`src/rtl/nano_pkg.sv`:
```
// Shared types and defaults for the NanoRisc data-memory arbiter.
package nano_pkg;
  localparam int ADDR_W = 4;
  localparam int DATA_W = 8;

  typedef enum logic {IDLE = 1'b0, RD_WAIT = 1'b1} arb_state_e;
  typedef enum logic {REQ_CORE = 1'b0, REQ_HOST = 1'b1} req_id_e;

  function automatic logic [7:0] sat_inc8(input logic [7:0] v);
    return (v == 8'hFF) ? v : v + 8'd1;
  endfunction
endpackage

```
`src/rtl/nano_rr_pick2.sv`:
```
// Combinational 2-way round-robin picker: on a tie the requester that did not win last time wins.
module nano_rr_pick2
  import nano_pkg::*;
(
  input  logic [1:0] req,         // bit0 = core, bit1 = host
  input  req_id_e    last_grant,
  output req_id_e    winner,
  output logic       any
);
  always_comb begin
    any    = |req;
    winner = REQ_CORE;
    if (req == 2'b11)
      winner = (last_grant == REQ_HOST) ? REQ_CORE : REQ_HOST;
    else if (req[1])
      winner = REQ_HOST;
  end
endmodule

```
`src/rtl/nano_dmem_arbiter.sv`:
```
// Round-robin arbiter sharing the single-port data memory between core and host.
// Optional NANO_DMEM_ARB_STATS_EN adds a saturating conflict_count output.
module nano_dmem_arbiter
  import nano_pkg::*;
#(
  parameter int ADDR_W = nano_pkg::ADDR_W,
  parameter int DATA_W = nano_pkg::DATA_W
) (
  input  logic              clock,
  input  logic              reset,
  input  logic              core_req,
  input  logic              core_we,
  input  logic [ADDR_W-1:0] core_addr,
  input  logic [DATA_W-1:0] core_wdata,
  output logic              core_ready,
  output logic              core_rvalid,
  output logic [DATA_W-1:0] core_rdata,
  output logic              core_stall,
  input  logic              host_req,
  input  logic              host_we,
  input  logic [ADDR_W-1:0] host_addr,
  input  logic [DATA_W-1:0] host_wdata,
  output logic              host_ready,
  output logic              host_rvalid,
  output logic [DATA_W-1:0] host_rdata,
  output logic              mem_en,
  output logic              mem_we,
  output logic [ADDR_W-1:0] mem_addr,
  output logic [DATA_W-1:0] mem_wdata,
`ifdef NANO_DMEM_ARB_STATS_EN
  output logic [7:0]        conflict_count,
`endif
  input  logic [DATA_W-1:0] mem_rdata
);
  arb_state_e        state_q, state_d;
  req_id_e           owner_q, owner_d;
  req_id_e           last_grant_q, last_grant_d;
  logic [DATA_W-1:0] core_rdata_q, core_rdata_d;
  logic [DATA_W-1:0] host_rdata_q, host_rdata_d;
  req_id_e           winner;
  logic              any_req;

  nano_rr_pick2 u_pick (
    .req        ({host_req, core_req}),
    .last_grant (last_grant_q),
    .winner     (winner),
    .any        (any_req)
  );

  always_comb begin
    state_d      = state_q;
    owner_d      = owner_q;
    last_grant_d = last_grant_q;
    core_rdata_d = core_rdata_q;
    host_rdata_d = host_rdata_q;
    core_ready   = 1'b0;
    host_ready   = 1'b0;
    core_rvalid  = 1'b0;
    host_rvalid  = 1'b0;
    mem_en       = 1'b0;
    mem_we       = 1'b0;
    mem_addr     = '0;
    mem_wdata    = '0;
    if (!reset) begin
      unique case (state_q)
        IDLE: if (any_req) begin
          mem_en       = 1'b1;
          last_grant_d = winner;
          if (winner == REQ_CORE) begin
            core_ready = 1'b1;
            mem_we     = core_we;
            mem_addr   = core_addr;
            mem_wdata  = core_wdata;
          end else begin
            host_ready = 1'b1;
            mem_we     = host_we;
            mem_addr   = host_addr;
            mem_wdata  = host_wdata;
          end
          if (!mem_we) begin
            state_d = RD_WAIT;
            owner_d = winner;
          end
        end
        RD_WAIT: begin
          // Memory data is registered, so the read returns the cycle after accept.
          state_d = IDLE;
          if (owner_q == REQ_CORE) begin
            core_rvalid  = 1'b1;
            core_rdata_d = mem_rdata;
          end else begin
            host_rvalid  = 1'b1;
            host_rdata_d = mem_rdata;
          end
        end
        default: state_d = IDLE;
      endcase
    end
    core_rdata = core_rvalid ? mem_rdata : core_rdata_q;
    host_rdata = host_rvalid ? mem_rdata : host_rdata_q;
    core_stall = (core_req & ~core_ready & ~reset) | (core_ready & ~core_we);
  end

  always_ff @(posedge clock) begin
    if (reset) begin
      state_q      <= IDLE;
      owner_q      <= REQ_CORE;
      last_grant_q <= REQ_HOST;
      core_rdata_q <= '0;
      host_rdata_q <= '0;
    end else begin
      state_q      <= state_d;
      owner_q      <= owner_d;
      last_grant_q <= last_grant_d;
      core_rdata_q <= core_rdata_d;
      host_rdata_q <= host_rdata_d;
    end
  end

`ifdef NANO_DMEM_ARB_STATS_EN
  logic [7:0] conflict_count_q, conflict_count_d;

  always_comb begin
    conflict_count_d = conflict_count_q;
    if (state_q == IDLE && core_req && host_req)
      conflict_count_d = sat_inc8(conflict_count_q);
  end

  always_ff @(posedge clock) begin
    if (reset) conflict_count_q <= '0;
    else       conflict_count_q <= conflict_count_d;
  end

  assign conflict_count = conflict_count_q;
`endif
endmodule
```
`config.mk`:
```
export PLATFORM = sky130hd
export DESIGN_NAME = nano_dmem_arbiter
export DESIGN_NICKNAME = d
export VERILOG_FILES = /design/src/rtl/nano_pkg.sv /design/src/rtl/nano_rr_pick2.sv /design/src/rtl/nano_dmem_arbiter.sv
export SDC_FILE = /design/constraint.sdc
export NUM_CORES = 1
export LEC_CHECK = 0
export BUFFER_PORTS_ARGS = -buffer_cell sky130_fd_sc_hd__buf_4
export CAP_MARGIN = 20
export CORE_MARGIN = 5
export CORE_UTILIZATION = 37
export CTS_CLUSTER_SIZE = 24
export DETAILED_ROUTE_END_ITERATION = 8
export PLACE_DENSITY = 0.75
export SYNTH_ARGS = -nofsm -noshare
export SYNTH_HDL_FRONTEND = slang
export SYNTH_SLANG_ARGS = --single-unit
```
`constraint.sdc`:
```
create_clock -name clock -period 1.4 [get_ports clock]
set_clock_uncertainty 0.15 [all_clocks]
set_input_delay 0.07 -clock clock [delete_from_list [all_inputs] [get_ports clock]]
set_output_delay 0.07 -clock clock [all_outputs]
set_load 0.02 [all_outputs]
```
**After elaboration in Yosys (flattened, before gate mapping)**

Index checks and enable logic that the tools add are counted.

- Flip-flop bits (word level): 19
- Latch bits: 0
- Memory bits (writable): 0
- ROM bits: 0
- Bits of input ports: 38
- Output and inout port bits: 35
- Logic and storage cells: 61
- Memories: 0

- Add/sub/neg operators: 0
- Multiply operators: 0
- Div/mod/pow operators: 0
- Magnitude comparators: 0
- Eq/ne operators: 1
- Shift-type cells: 0
- Mux-type cells: 40
- Bitwise operators: 10
- Reductions and logical operators: 5

Operators with widths:

| kind | number |
|---|---|
| two-way mux 8 bit | 6 |
| two-way mux 1 bit | 29 |
| two-way mux 4 bit | 4 |
| NOT 1 bit | 6 |
| AND reduction 2 bit | 3 |
| AND 1 bit | 3 |
| AND reduction 3 bit | 1 |
| == test 2 bit (second input constant) | 1 |
| case mux 1 bit (2 select lines) | 1 |
| OR reduction 2 bit | 1 |
| bitwise OR 1 bit | 1 |

**Depth between registers and ports, before layout**

- Word-level depth: 10
- Mapped depth: 6
- Gate-level depth less buffers: 4

**Modules after synthesis**

From an unflattened synthesis, not the netlist that was laid out.

- Cell total of the unflattened synthesis: 144
- Area, all modules: 1177.4 um2

Modules (own cells, without submodules):

| module | times used | cells each | area an instance (um2) | seq. area each (um2) |
|---|---|---|---|---|
| nano_dmem_arbiter | 1 | 142 | 1163.6 | 380.4 |
| nano_rr_pick2 | 1 | 2 | 13.8 | 0.0 |

**Worst setup path before layout**

OpenSTA, ideal clock, no wires.

- Kind: register -> output
- From: register state_q
- To: output core_rdata[6]
- Data arrival time: 1.353 ns
- Required time: 1.180 ns
- Slack: -0.173 ns
- Stages on the path, launching flop included: 6
- Buffers on the path: 2
- Path through: dfxtp_1 buf_2 nand2b_1 buf_2 nor2_4 mux2_1

- Longest elaborated chain between the ends: 3

Ends and longest elaborated chain:

| what | RTL line | source |
|---|---|---|
| start: declaration | nano_dmem_arbiter.sv:35 | `arb_state_e state_q, state_d;` |
| start signal: assignment | nano_dmem_arbiter.sv:112 | `state_q <= state_d;` |
| two-way mux 1 bit | nano_dmem_arbiter.sv:65 | `unique case (state_q)` |
| two-way mux 1 bit | nano_dmem_arbiter.sv:64 | `if (!reset) begin` |
| via core_rvalid | nano_dmem_arbiter.sv:16 | `output logic core_rvalid,` |
| two-way mux 8 bit | nano_dmem_arbiter.sv:99 | `core_rdata = core_rvalid ? mem_rdata : core_rdata_q;` |
| end: declaration | nano_dmem_arbiter.sv:17 | `output logic [DATA_W-1:0] core_rdata,` |

The timed path passes the listed nets, and every way through them passes these cells.

**Final worst setup path**

- From: register owner_q
- To: output host_rdata[2]

- Longest elaborated chain between the ends: 4

Ends and longest elaborated chain:

| what | RTL line | source |
|---|---|---|
| start: declaration | nano_dmem_arbiter.sv:36 | `req_id_e owner_q, owner_d;` |
| start signal: assignment | nano_dmem_arbiter.sv:113 | `owner_q <= owner_d;` |
| two-way mux 1 bit | nano_dmem_arbiter.sv:88 | `if (owner_q == REQ_CORE) begin` |
| two-way mux 1 bit | nano_dmem_arbiter.sv:65 |  |
| two-way mux 1 bit | nano_dmem_arbiter.sv:64 |  |
| two-way mux 8 bit | nano_dmem_arbiter.sv:100 | `host_rdata = host_rvalid ? mem_rdata : host_rdata_q;` |
| end: declaration | nano_dmem_arbiter.sv:25 | `output logic [DATA_W-1:0] host_rdata,` |

No other way between the ends.

==> flow_metrics.tcl <==
set metrics [dict create \
    status "complete, but fails checks" \
    violations "setup timing" \
    dpl.hpwl_um 2900 \
    start_kind "flip-flop" \
    vias_per_cell 5.35 \
    final_cells 269 \
    vias 1440 \
    power_density_nw_per_um2 629 \
    grt_usage_pct 21.6 \
    critical-path-top-delay-family "flip-flops" \
    area_delta_synth_final_pct 122 \
    route.detailed.drc 0 \
    antenna_found_initial 0 \
    syn_nets 169 \
    post-route-period-util_pct 125 \
    num_rows 19 \
    drive_gt1_share_pct 62.6 \
    worst_hold_path_type "in -> reg" \
    grt_pass1_wl_um 7250 \
    period_needed_ns 1.75 \
    grt_pass1_vias 1529 \
    hold_violations 0 \
    htree_levels 1 \
    clock_path_buffers 2 \
    fin_util_pct 85.7 \
    relSlewSlack_pct 81.5 \
    critPathCaptureType "output pin" \
    cts_tree "built" \
    dieArea_um2 4090 \
    place_area_um2 1900 \
    placed_cells 244 \
    design_area_um2 2380 \
    leakage_nw 1.13 \
    peakVddDrop_uv 725 \
    port_buffers 72 \
    path_cells "nor2b_4 -> nand2_4 -> buf_6 -> mux2_4 -> buf_6" \
    clockRootBuffer "clkbuf_4" \
    synth_area_per_cell_um2 8.21 \
    crit_path_max_fanout 5 \
    worstPathRequired_ns 1.18 \
    start_util_pct 38.7 \
    rsz0062_at_grt "true" \
    critical_path_class "reg -> out" \
    grt_max_degree 14 \
    ant_nets 0 \
    cpMostUsedCell "buf_6" \
    arrival_ns 1.53 \
    syn_area_um2 1080 \
    path_clk_slew_ns 0.12 \
    slew_viol_final 0 \
    setup_viol 36 \
    die_w_um 63.9 \
    overflow 0 \
    first_pass_iters 4 \
    io_pins 73 \
    die_h_um 63.9 \
    ys_types 25 \
    final_nets 277 \
    syn-instance-count 131 \
    fin_ws_ns -0.351 \
    antenna_cells 0 \
    drt_wl_total_um 4690 \
    core_um2 2780 \
    tightest_slew_ns 0.277 \
    drv_cap 0 \
    cts_made_buffers 3 \
    clkSinkCount 19 \
    wl_per_cell_um 17.4 \
    drt_iter0_drc 37 \
    ys_seq_area_share_pct 35.3 \
    ys_ff_latch 19 \
    crit_slowest_cell "dfxtp_2" \
    path_buf_inv 2 \
    max_clock_freq_mhz 571 \
    yosysWarnings 0 \
    crit_path_max_incr_delay_ns 0.37 \
    clock_latency_ns 0.30 \
    place.gp.congestion 0.781 \
]
final cells by class:
type | count | area [um2]
well taps | 31 | 38.8
fillers | 147 | 398
repair buffers | 112 | 1050
clock inverters | 1 | 5.00
inverters | 6 | 27.5
flip-flops and latches | 19 | 387
clock buffers | 3 | 22.5
multi-input cells | 97 | 850
path summary, 6_finish.rpt:
check                                     start         endpoint  slack, ns  cells after the start
worst max register to register          state_q          owner_q      -0.02                      6
worst min register to register  host_rdata_q[2]  host_rdata_q[2]       0.32                      2
worst max-delay path                    owner_q    host_rdata[2]      -0.35                      5
worst min-delay path                   host_req     last_grant_q       0.06                      4
layout by cell type, fill, tap and decap left out, drive strengths merged:
cell type,n
buf,101
nand2,26
dfxtp,19
mux2,16
a21oi,16
a22o,12
dlygate4sd3,10
nand3,8
inv,6
clkbuf,4
nor2,2
nand2b,2
and3,2
nor2b,2
a32oi,2
nor3,2
a21boi,1
and2,1
a311oi,1
o21a,1
a221o,1
o21ai,1
o211ai,1
clkinv,1
flip-flops by register name, indices dropped and copies added (netlist names):
signal        cells
core_rdata_q      8
host_rdata_q      8
last_grant_q      1
owner_q           1
state_q           1
worst reg2reg max path: stages (launching register included):
cell     delay [ns]
dfxtp_4        0.39
buf_6          0.13
nand2_4        0.10
inv_6          0.06
buf_4          0.13
buf_4          0.12
a221o_1        0.26
logic make-up (layout without fill, tap and decap cells):
family / count (synthesis) / after routing / share of synthesized area, %
AOI/OAI and AO/OA: 36 / 36 / 23.1
DFF: 19 / 19 / 35.3
muxes: 16 / 16 / 16.7
and+or+nand+nor: 44 / 45 / 18.6
buffers and inverters: 16 / 122 / 6.16
report_power, final:
group          switching (mW)  internal (mW)
combinational           0.276          0.362
clock                   0.176          0.106
sequential             0.0164          0.562
timing repair:
item	4_1_cts	5_1_grt
setup buffers	5	6
gates cloned	1	1
endpoints found under the setup margin	35	42
hold buffers	10	0
gates resized for setup	58	12
endpoints found under the hold margin	18	0
pin swaps	5	8
cells in the mapped netlist:
cell type | count | area share [%]
a21oi_1 | 16 | 7.4
nor2_4 | 1 | 1.0
a32oi_1 | 2 | 1.6
clkbuf_1 | 5 | 1.7
inv_2 | 1 | 0.35
nand2_1 | 26 | 9.1
mux2_2 | 11 | 12
nor2_1 | 1 | 0.35
a221o_1 | 1 | 0.93
o21a_1 | 1 | 0.70
nor2b_1 | 2 | 1.2
a22o_1 | 12 | 9.8
o211ai_1 | 1 | 0.70
a311oi_1 | 1 | 0.81
dfxtp_1 | 19 | 35
nand2b_1 | 2 | 1.2
and3_1 | 1 | 0.58
inv_1 | 5 | 1.7
and2_1 | 1 | 0.58
o21ai_0 | 1 | 0.46
buf_2 | 5 | 2.3
a21boi_1 | 1 | 0.70
nand3_1 | 8 | 3.7
mux2_1 | 5 | 5.2
nor3_1 | 2 | 0.93
metrics by stage:
step	TNS [ns]	power [mW]	hold WS [ns]	setup WS, ns
2_1_floorplan	-1.05	0.842	0.0514	-0.120
3_3_place_gp	-0.306	1.08	0.195	-0.0248
3_5_place_dp	-1.05	1.09	0.203	-0.0925
4_1_cts	-7.76	1.45	0.0295	-0.310
5_1_grt	-11.05	1.57	0.0750	-0.396
6_report	-9.06	1.50	0.0562	-0.351
per-layer routing:
layer	GRT usage (%)	share of wire, %	vias up
met4	6.23	1.9	0
li1	-	-	681
met5	0	0	-
met2	40.3	55	58
met1	24.4	37	693
met3	4.20	6.3	8
Power figures use the tool's default switching activity.
